--- src/rtl/if_pkg.sv ---
// Shared types and constants for the instruction-fetch stage.
package if_pkg;

    typedef enum logic [1:0] {
        IDLE = 2'd0,
        REQ  = 2'd1,
        DROP = 2'd2
    } fetch_state_t;

    localparam int unsigned ENTRY_W = 64;
    localparam logic [31:0] PC_INCR = 32'd4;

    // Force a byte address onto a word boundary.
    function automatic logic [31:0] word_align(input logic [31:0] addr);
        return {addr[31:2], 2'b00};
    endfunction

endpackage

--- src/rtl/fetch_queue.sv ---
// Synchronous FIFO of {instr, pc} entries with flush; pointers wrap modulo DEPTH.
module fetch_queue
    import if_pkg::*;
#(
    parameter int unsigned DEPTH = 2
) (
    input  logic                           clk,
    input  logic                           rst_n,
    input  logic                           push,
    input  logic [ENTRY_W-1:0]             push_data,
    input  logic                           pop,
    input  logic                           flush,
    output logic                           full,
    output logic                           empty,
    output logic [$clog2(DEPTH):0]         count,
    output logic [ENTRY_W-1:0]             head
);

    localparam int unsigned AW = $clog2(DEPTH);
    localparam int unsigned CW = AW + 1;

    logic [ENTRY_W-1:0] mem [DEPTH];
    logic [AW-1:0]      wr_ptr;
    logic [AW-1:0]      rd_ptr;

    function automatic logic [AW-1:0] next_ptr(input logic [AW-1:0] ptr);
        return (ptr == AW'(DEPTH - 1)) ? '0 : ptr + AW'(1);
    endfunction

    // Pointer and occupancy bookkeeping; flush overrides push and pop.
    always_ff @(posedge clk or negedge rst_n) begin
        if (!rst_n) begin
            wr_ptr <= '0;
            rd_ptr <= '0;
            count  <= '0;
        end else if (flush) begin
            wr_ptr <= '0;
            rd_ptr <= '0;
            count  <= '0;
        end else begin
            if (push) wr_ptr <= next_ptr(wr_ptr);
            if (pop)  rd_ptr <= next_ptr(rd_ptr);
            case ({push, pop})
                2'b10:   count <= count + CW'(1);
                2'b01:   count <= count - CW'(1);
                default: count <= count;
            endcase
        end
    end

    // Entry storage; contents are only observed while non-empty, so no reset.
    always_ff @(posedge clk) begin
        if (push && !flush) mem[wr_ptr] <= push_data;
    end

    assign full  = (count == CW'(DEPTH));
    assign empty = (count == '0);
    assign head  = mem[rd_ptr];

endmodule

--- src/rtl/if_fetch_unit.sv ---
// Instruction-fetch stage: fetch PC, single-outstanding imem requests, fetch queue.
// Optional macro FETCH_BYPASS_EN: forwards an acked word straight to decode when the queue is empty.
module if_fetch_unit
    import if_pkg::*;
#(
    parameter logic [31:0] RESET_PC    = 32'h0000_0000,
    parameter int unsigned QUEUE_DEPTH = 2
) (
    input  logic        clk,
    input  logic        rst_n,
    output logic        imem_req,
    output logic [31:0] imem_addr,
    input  logic        imem_ack,
    input  logic [31:0] imem_rdata,
    input  logic        pc_src,
    input  logic [31:0] new_pc,
    input  logic        id_ready,
    output logic        id_valid,
    output logic [31:0] id_instr,
    output logic [31:0] id_pc,
    output logic [31:0] id_pc_plus4
);

    localparam int unsigned CW = $clog2(QUEUE_DEPTH) + 1;

    fetch_state_t       state, state_next;
    logic [31:0]        fetch_pc, fetch_pc_next;
    logic [31:0]        drop_addr, drop_addr_next;

    logic               q_push, q_pop, q_flush;
    logic               q_full, q_empty;
    logic [CW-1:0]      q_count, count_after;
    logic [ENTRY_W-1:0] q_head;
    logic               bypass_hit;
    logic [31:0]        head_instr, head_pc;

    fetch_queue #(.DEPTH(QUEUE_DEPTH)) u_queue (
        .clk       (clk),
        .rst_n     (rst_n),
        .push      (q_push),
        .push_data ({imem_rdata, fetch_pc}),
        .pop       (q_pop),
        .flush     (q_flush),
        .full      (q_full),
        .empty     (q_empty),
        .count     (q_count),
        .head      (q_head)
    );

`ifdef FETCH_BYPASS_EN
    assign bypass_hit = (state == REQ) && imem_ack && q_empty && !pc_src;
`else
    assign bypass_hit = 1'b0;
`endif

    // State, fetch PC and in-flight drop address registers.
    always_ff @(posedge clk or negedge rst_n) begin
        if (!rst_n) begin
            state     <= IDLE;
            fetch_pc  <= RESET_PC;
            drop_addr <= RESET_PC;
        end else begin
            state     <= state_next;
            fetch_pc  <= fetch_pc_next;
            drop_addr <= drop_addr_next;
        end
    end

    // Next-state, PC update and queue control; a redirect flushes and blocks pop/push.
    always_comb begin
        state_next     = state;
        fetch_pc_next  = fetch_pc;
        drop_addr_next = drop_addr;
        q_flush        = pc_src;
        q_pop          = !q_empty && id_ready && !pc_src;
        q_push         = 1'b0;
        count_after    = q_count;
        case (state)
            IDLE: begin
                if (pc_src) begin
                    fetch_pc_next = word_align(new_pc);
                end else if (!q_full) begin
                    state_next = REQ;
                end
            end
            REQ: begin
                if (pc_src) begin
                    fetch_pc_next = word_align(new_pc);
                    if (imem_ack) begin
                        state_next = IDLE;
                    end else begin
                        // imem_addr must stay put until the ack, so remember it.
                        state_next     = DROP;
                        drop_addr_next = fetch_pc;
                    end
                end else if (imem_ack) begin
                    fetch_pc_next = fetch_pc + PC_INCR;
                    q_push        = !(bypass_hit && id_ready);
                    count_after   = q_count + CW'(q_push) - CW'(q_pop);
                    if (count_after >= CW'(QUEUE_DEPTH)) state_next = IDLE;
                end
            end
            DROP: begin
                if (pc_src) fetch_pc_next = word_align(new_pc);
                if (imem_ack) state_next = IDLE;
            end
            default: state_next = IDLE;
        endcase
    end

    assign imem_req  = (state != IDLE);
    assign imem_addr = (state == DROP) ? drop_addr : fetch_pc;

    // Decode-side view: queue head first, else the bypassed word, else zeros.
    always_comb begin
        head_instr = '0;
        head_pc    = '0;
        if (!q_empty) begin
            head_instr = q_head[63:32];
            head_pc    = q_head[31:0];
        end else if (bypass_hit) begin
            head_instr = imem_rdata;
            head_pc    = fetch_pc;
        end
    end

    assign id_valid    = !q_empty || bypass_hit;
    assign id_instr    = head_instr;
    assign id_pc       = head_pc;
    assign id_pc_plus4 = id_valid ? head_pc + PC_INCR : '0;

endmodule

--- config.mk ---
export PLATFORM = sky130hd
export DESIGN_NAME = if_fetch_unit
export DESIGN_NICKNAME = d
export VERILOG_FILES = /design/src/rtl/if_pkg.sv /design/src/rtl/fetch_queue.sv /design/src/rtl/if_fetch_unit.sv
export SDC_FILE = /design/constraint.sdc
export NUM_CORES = 1
export LEC_CHECK = 0
export BUFFER_PORTS_ARGS = -buffer_cell sky130_fd_sc_hd__buf_2
export CORE_MARGIN = 2
export CORE_UTILIZATION = 45
export CTS_BUF_LIST = sky130_fd_sc_hd__clkbuf_4 sky130_fd_sc_hd__clkbuf_8 sky130_fd_sc_hd__clkbuf_16
export DETAILED_ROUTE_END_ITERATION = 7
export PLACE_DENSITY = 0.69
export SLEW_MARGIN = 20
export SYNTH_ARGS = -nofsm -noshare
export SYNTH_HDL_FRONTEND = slang
export SYNTH_SLANG_ARGS = --single-unit
--- constraint.sdc ---
create_clock -name clk -period 5.7 [get_ports clk]
set_input_delay 0.285 -clock clk [delete_from_list [all_inputs] [get_ports clk]]
set_output_delay 0.285 -clock clk [all_outputs]
set_load 0.03 [all_outputs]
==> metrics list, run 1 <==
- Pin placement for this block handled 199 I/O pins.
- Once the clock tree was built, the resizer swapped 0 gates to a different size.
- The final layout contains routed wiring with a total length of 21.4 mm.
- The detailed router finished its first iteration with 382 violations.
* Total number of nets in the final design: 1002
- The first detailed-routing pass took 4 iterations.
- From bottom edge to top edge, the die measures 148 µm.
- Of the synthesized area, sequential elements account for a little under three fifths.
- Area of the mapped netlist: 0.00937 mm²
- For met3 alone, demand over resource in global routing was 4.60%.
* Leakage: 4.32 nW
- After global routing, the most crowded layer is met2.
* CTS sink count: 190
* Mean cell area of the mapped netlist: 12.3 µm²
- Final hold analysis gives a worst-case slack of 0.0337 ns.
- The critical path in this run is classified as reg2out.
- For this design the total switching power over the nets is 2.31 mW.
* Top library cells by usage in the layout, fill and taps aside: sky130_fd_sc_hd__buf_2 (190), sky130_fd_sc_hd__edfxtp_1 (124), sky130_fd_sc_hd__nor2_1 (82), sky130_fd_sc_hd__dfrtp_1 (65), sky130_fd_sc_hd__mux2i_1 (63)
* Core Box Area: a little over 0.02 mm²
- The final count of pins violating max slew was 0.
* Remaining global-route overflow: 0
* Number of nets with antenna violations after detailed routing: 0
* Count of cell types in the netlist: 63
- Via Count: 6622
- Setup repair after global routing left no endpoint under its margin.
* Run status: complete, no violations
* Top flip-flop cell by instance count after synthesis: sky130_fd_sc_hd__edfxtp_1
* Growth of design area from synthesis to finish: 18.5%
* Worst setup timing slack at the placement stage: 2.36 ns
- Longest individual stage delay on the worst path: 0.81 ns
* Initial standard-cell utilization of the core: 46.0%
- Synthesis handed over a netlist of 760 instances.
* Via-to-Cell Ratio: roughly 5.5
- H-tree depth: 4
- Setup violations remaining at the end of the flow were counted as 0.
- The first global-routing pass estimated 33.2 mm of wire.
- Antenna violations before repair: 2
- Of all nets on the critical path, the largest fanout is 46.
- The HPWL after detailed placement is 14.8 mm.
- Period minus WS final: around 3.8 ns
- STA classifies the critical path endpoint as an output pin.
* Class of the tightest hold or removal check: in2reg
- Global routing consumed, over all layers together, 19.3% of the routing resources.
- Counting the buffers created by CTS gives 17.
* Slew at the pin with the worst max-slew slack: 1.04 ns
- Clk network pwr share: roughly 22%
- Largest net degree at the start of global routing: 67
* Skew-Pair Late Insertion Delay: approximately 0.43 ns
* Clock-pin slew reported for the worst setup and hold paths after clock tree synthesis: approximately 0.080 ns
- Combined area of the multi-input logic cells: about 0.0037 mm²
- At the worst endpoint, the arrival time is approximately 3.5 ns.
- The die covers 0.0220 mm².
* Maximum root-to-sink buffer count: 2
- Summed over all failing endpoints, the final setup total negative slack is 0 ns.
* Yosys warns: 0
- GP Congestion: 0.805
- Cells after DPL: 1179
- The design draws approximately 5.5 mW.
* Number of enable-type register cells in the synthesized netlist: 124
- FF+latch count, synth: 190
* Clock root buffer: sky130_fd_sc_hd__clkbuf_16
- Of the cells placed in the final design, the portion with a size suffix greater than 1 is ~33%.
- The slowest stage of the critical path is the sky130_fd_sc_hd__dfrtp_4 cell.
* Port-buffer cells: 190
* Worst path setup slack after routing: 1.94 ns
- In this run the core area contains 52 standard-cell rows.
- For met2 alone, demand over resource in global routing was 30.0%.
- After layout, the worst path uses 65.9% of the clock period.
- Area used by sequential logic in the layout: roughly 0.0054 mm²
- Once layout is complete, the utilization of the core stands at 54.5%.
- Sequential group share of total power: 38.0%
* Ratio of total power to cell area: 492 mW/mm²
- Worst clock skew: 0.0122 ns
- Number of maximum-capacitance constraint violations: 0
* Maximum vdd drop: between 200 and 250 µV
* Post-CTS Setup Repair Bufs: 0
- Combinational cells account for around two fifths of the total power.
- The placed instances occupy a cell area of 0.0105 mm².
- Post-CTS Hold Buffers: 0
- For this run, asynchronously set or reset flops after synthesis account for 34.7%.
- Maximum clock frequency: 0.266 GHz
* Number of global-route vias before repair: between 6000 and 7000
- Number of filler instances in the final layout: 1755
- Die Wd: between 100 and 150 µm
- The count of cells in the finished layout, fillers not included, comes to 1212.
- Global-route met1 utilization: 27.6%
- Post-route cell area: 0.0111 mm²
- Launching element type of the critical path: flip-flop
* Commonest non-fill, non-tap cell in the layout: sky130_fd_sc_hd__buf_2
- Required time of the critical path: 5.41 ns
- The number of hold violations in the final report came to 0.
* Sw Ratio: between 40% and 50%
* Headroom to the max-slew limit: 30.9%
- After detailed routing, the average wire length per cell comes to about 18 µm.
- CTS tree: done
- The internal power of the cells totals 3.15 mW.
- CP Cell Sequence: buf_4 -> mux2i_1 -> a211oi_4 -> nand3_4 -> nor4b_2 -> xor2_1 -> buf_2
- In the routed design, unresolved DRC markers number 0.
==> layer usage <==
layer	vias to the layer above	wire length (µm)	share of wire (%)
met3	22	1540	7.2
li1	3148	-	-
met5	-	13	0.061
met4	2	262	1.2
met2	224	9590	45
met1	3226	10000	47
==> cells by family after synthesis <==
kind of cell	count (synthesis)	synth area share [%]
AOI/OAI and AO/OA	112	8.25
xor gates and xnor gates	30	2.80
adders and majority gates	5	0.668
buffers and inverters	65	3.59
DFF	190	57.4
muxes	122	13.8
other	1	0.0400
and+or+nand+nor	235	13.5
==> Yosys cell counts, drive strengths merged, types with 4 or more instances <==
cell / count / area (µm²)
buf: 36 / 226
ha: 5 / 62.6
and3: 12 / 75.1
clkbuf: 20 / 76.3
nor2b: 6 / 37.5
a21oi: 36 / 180
inv: 9 / 33.8
nor2: 86 / 330
mux2i: 63 / 631
nor3: 6 / 30.0
xnor2: 19 / 166
dfrtp: 66 / 1650
and4: 6 / 52.6
o21ai: 23 / 115
a2bb2oi: 7 / 61.3
edfxtp: 124 / 3720
and2: 5 / 31.3
a31oi: 4 / 25.0
a311oi: 5 / 43.8
nor4: 7 / 90.1
o22ai: 9 / 56.3
nand3: 32 / 178
xor2: 11 / 96.3
o22a: 9 / 78.8
nand2: 40 / 150
mux2: 59 / 664
nand3b: 7 / 52.6
a211oi: 5 / 75.1
nand4: 16 / 115
==> sequential cells by signal, summed over array words and instances, names as in the netlist <==
signal          flops
u_queue.mem       124
u_queue.wr_ptr      1
state               2
u_queue.count       2
drop_addr          30
u_queue.rd_ptr      1
fetch_pc           30
==> power groups by stage <==
stage	Sequential [mW]	Combinational, mW	Clock, mW
2_1_floorplan	1.94	1.76	0
3_3_place_gp	2.08	2.18	0
3_5_place_dp	2.10	2.19	0
4_1_cts	2.07	2.20	1.23
5_1_grt	2.12	2.34	1.29
6_report	2.08	2.18	1.21
==> critical path: cells and delay by family (launching register included) <==
kind | cells | cell delay, ns
flops | 1 | 0.81
xor+xnor | 1 | 0.19
mux | 1 | 0.27
compound gates | 1 | 0.33
simple gates | 2 | 0.54
buf+inv | 2 | 0.89
==> layout make-up <==
class	count	area share [%]
sequential	190	48.4
multi-input combinational	510	33.5
timing repair buffer	200	9.24
clock buffer	17	3.83
tap	270	3.04
clock inverter	15	1.66
inverter	9	0.304
antenna	1	0.0225
==> worst paths after layout <==
| kind | start | endpoint | cells past startpoint | slack [ns] |
|---|---|---|---|---|
| hold / removal | imem_rdata[17] | u_queue.mem[0][49]$_DFFE_PP_ | 1 | 0.03 |
| min in group asynchronous | rst_n | drop_addr[24]$_DFFE_PN0P_ | 2 | 0.05 |
| hold reg to reg | drop_addr[23]$_DFFE_PN0P_ | drop_addr[23]$_DFFE_PN0P_ | 1 | 0.50 |
| setup / recovery | u_queue.rd_ptr$_DFFE_PN0P_ | id_pc_plus4[25] | 7 | 1.94 |
| setup reg to reg | state[0]$_DFFE_PN0P_ | u_queue.mem[0][53]$_DFFE_PP_ | 5 | 2.65 |
| max in group asynchronous | rst_n | u_queue.rd_ptr$_DFFE_PN0P_ | 2 | 4.99 |
No activity file was read; power rests on OpenSTA's default activity.
==> run 2: changes to the inputs <==
- PLACE_DENSITY: 0.69 -> 0.71
- clock period: 5.7 -> 3.15 ns (I/O delays scaled with it)
==> run 2 against run 1 <==
Register-to-register slack lost 1.8 ns; critical path depth rose by 1; cell count grew 3.7%; worst hold slack got worse by 0.0052 ns; die area stayed put; sequential cell count stayed put; combinational power grew 92%.
==> metrics list, run 2 (same netlist as run 1, synthesis figures left out) <==
- The flow ran to the end, and the final reports show no timing, DRC or antenna violations.
* Maximum clock frequency: 0.327 GHz
* Worst Path Arrival: 2.90 ns (-0.57 ns)
- The per-cell via count in the routed design came to 5.42 (-0.89%).
- Final Max Slew Viols: 0 (unchanged)
- Worst path setup slack after routing: 0.0951 ns (-1.85 ns)
- CP startpoint: u_queue.rd_ptr$_DFFE_PN0P_
- Sequential group share of total power: 37.3% (-0.7 points)
* Hold Violations, Final: 0 (unchanged)
- Ratio of total power to cell area: 854 mW/mm² (+74%)
- The via total after detailed routing is 6807 (+2.8%).
- The number of buffers inserted by port buffering is 190 (unchanged).
* Clock-pin slew reported for the worst setup and hold paths after clock tree synthesis: 0.07 ns (about the same)
* GP Congestion: 0.800 (-0.52%)
- Final setup violation count: 0 (unchanged)
* Launch instance of the worst min-delay path: new_pc[10]
- Post-route cell area: 0.0116 mm² (+4.6%)
- Setup repair after global routing missed its margin: false
- Register with the most flip-flops: u_queue.mem
- Die Outline Area: 0.0220 mm² (unchanged)
- The switching power of the nets was 4.20 mW (+82%).
* Share of power burned in combinational logic: 42.2% (+2.3 points)
- Number of placed I/O pins: 199 (unchanged)
- The TritonCTS buffer count was 17 (unchanged).
- Antenna violations before repair: 1 (-1)
- The largest individual stage delay along the critical path comes from the cell sky130_fd_sc_hd__dfrtp_4.
- Remaining global-route overflow: 0 (unchanged)
* Total number of nets in the final design: 1047 (+4.5%)
- Number of iterations in the first detailed-routing pass: 6 (+2)
- The tightest min-delay check is of the in2reg type.
- The share of power burned in the clock network is 20.5% (-1.6 points).
- Final HPWL DP: 15.3 mm (+3.3%)
- Worst-path fanout max: 15 (-67%)
- Number of DRC markers in iteration 0: 453 (+19%)
* Total chip power: 9.93 mW (+82%)
* Area after detailed placement: 0.0107 mm² (+1.8%)
- The final routed wire length divided by cell count came to 17.6 µm (-0.15%).
- Broken down by cell family, the worst path's largest delay share belongs to simple AND/OR/NAND/NOR gates.
* Registers with the highest flip-flop counts: u_queue.mem x124, drop_addr x30, fetch_pc x30
* CTS tree: done
- Routed Wire Length: 22.2 mm (+3.6%)
* Maximum root-to-sink buffer count: 2 (unchanged)
- Critical path class: reg2out
* Commonest non-fill, non-tap cell in the layout: sky130_fd_sc_hd__buf_2
* R2r setup slk: 0.86 ns (-1.79 ns)
- The critical path goes through buf_8 -> nand3b_1 -> a211oi_4 -> and4_2 -> buf_4 -> nand3_1 -> xnor2_2 -> buf_2.
* Internal power contribution: 5.72 mW (+82%)
- The number of antenna-violating nets in the routed design is 0 (unchanged).
- The net switching fraction of the power is 42.4% (about the same).
- DR DRC count: 0 (unchanged)
- Wire length of the first global-routing pass: 34.6 mm (+4.1%)
* Longest individual stage delay on the worst path: 0.58 ns (-0.23 ns)
- The y dimension of the die is 148 µm (unchanged).
* Core Box Area: 0.0204 mm² (unchanged)
- The number of max-cap violations is 0 (unchanged).
- Capturing element type of the critical path: output pin
* Period minus WS final: 3.05 ns
* Initial standard-cell utilization of the core: 46.0% (unchanged)
- The leakage power is 4.56 nW (+5.6%).
- The worst setup path is launched from a flip-flop.
* Worst setup timing slack at the placement stage: 0.450 ns (-1.91 ns)
* Number of standard-cell rows in the floorplan: 52 (unchanged)
* H-tree depth: 4 (unchanged)
- The flip-flop count of the largest register after layout was 124 (unchanged).
- Headroom to the max-slew limit: 34.7% (+3.8 points)
- The total global routing track utilization is 20.1% (+0.76 points).
* Clock root buffer: sky130_fd_sc_hd__clkbuf_16
* Skew-Pair Late Insertion Delay: 0.43 ns (about the same)
- Growth of design area from synthesis to finish: 24.0%
- CP bufs+invs: 3 (+1)
- The worst setup skew after layout came to 0.0121 ns (-0.000175 ns).
- Required time of the critical path: 2.99 ns (-2.42 ns)
* Final period utilization: 97.0%
- Maximum vdd drop: 421 µV (+80%)
- Die Wd: 148 µm (unchanged)
- The pin count of the biggest net entering global routing is 63 (-6.0%).
- Setup_tns: 0 ns (unchanged)
* Number of global-route vias before repair: 6540 (+4.8%)
- Number of filler instances in the final layout: 1662 (-5.3%)
- Worst R2R Start: fetch_pc[2]$_DFFE_PN0P_
- CTS sink count: 190 (unchanged)
- The layout cell share with drive strength beyond 1 came to 34.2% (+0.70 points).
* Slew at the pin with the worst max-slew slack: 0.979 ns (-0.0569 ns)
- The top cell types in the final layout, fill and taps aside, are sky130_fd_sc_hd__buf_2 (190), sky130_fd_sc_hd__edfxtp_1 (124), sky130_fd_sc_hd__nor2_1 (80), sky130_fd_sc_hd__dfrtp_1 (65), sky130_fd_sc_hd__mux2i_1 (63).
-- run 2: changes by cell type in the layout (fill, tap and decap cells not counted), moves of 3 or more --
cell,previous run,this run
sky130_fd_sc_hd__xnor2_2,0,7
sky130_fd_sc_hd__buf_4,10,16
sky130_fd_sc_hd__inv_6,5,2
sky130_fd_sc_hd__clkinvlp_4,0,3
sky130_fd_sc_hd__dlygate4sd3_1,0,36
sky130_fd_sc_hd__clkinv_4,0,5
sky130_fd_sc_hd__xnor2_1,19,11
sky130_fd_sc_hd__clkinv_8,3,0
-- run 2: power groups by stage --
stage	combinational (mW)	clock, mW	sequential [mW]
final	4.19	2.03	3.70
after global routing	4.50	2.18	3.78
after global placement	4.08	0	3.74
after floorplan	3.25	0	3.50
after CTS	4.17	2.09	3.72
after detailed placement	4.12	0	3.78
-- run 2: layer usage --
metal	track usage, %	vias up	wire length, µm
met5	0	-	0
met4	5.67	0	253
li1	-	3235	-
met1	28.4	3292	10100
met2	31.7	255	10200
met3	3.99	25	1600
-- run 2: layout make-up --
| cell class | instances | area [µm²] | share of cell area [%] |
|---|---|---|---|
| Sequential cell | 190 | 5380 | 46.3 |
| Multi-Input combinational cell | 510 | 3820 | 32.9 |
| Timing Repair Buffer | 245 | 1490 | 12.8 |
| Clock buffer | 18 | 433 | 3.73 |
| Tap cell | 270 | 338 | 2.91 |
| Clock inverter | 14 | 129 | 1.11 |
| Inverter | 9 | 33.8 | 0.291 |
| Antenna cell | 1 | 2.50 | 0.0215 |
-- run 2: through the flow --
step	utilization (%)	hold WS [ns]	std cells
6_report	57.1	0.0285	1257
5_1_grt	57.0	0.0508	1256
4_1_cts	57.0	0.0111	1255
3_5_place_dp	52.4	0.276	1187
3_3_place_gp	52.4	0.280	1187
2_1_floorplan	-	-0.138	765
-- run 2: final timing paths --
kind / endpoint / depth (start not counted)
min: fetch_pc[10]$_DFFE_PN0P_ / 3
max reg2reg: fetch_pc[24]$_DFFE_PN0P_ / 6
min in group asynchronous: drop_addr[23]$_DFFE_PN0P_ / 2
min reg2reg: drop_addr[8]$_DFFE_PN0P_ / 1
max: id_pc_plus4[18] / 8
max in group asynchronous: drop_addr[8]$_DFFE_PN0P_ / 3
-- run 2: worst reg2reg max path, cell delays in order (launching register included) --
cell	delay, ns
sky130_fd_sc_hd__dfrtp_1	0.55
sky130_fd_sc_hd__ha_1	0.34
sky130_fd_sc_hd__nand2_1	0.18
sky130_fd_sc_hd__nor4_4	0.49
sky130_fd_sc_hd__and2_1	0.27
sky130_fd_sc_hd__a311oi_1	0.10
sky130_fd_sc_hd__a311oi_1	0.28
-- run 2: repair_timing --
item                       in CTS  in global routing
setup endpoints to repair       1                  8
setup buffers                   0                  1
hold endpoints to repair       96                  0
resized for setup               1                  0
hold buffers                   36                  0
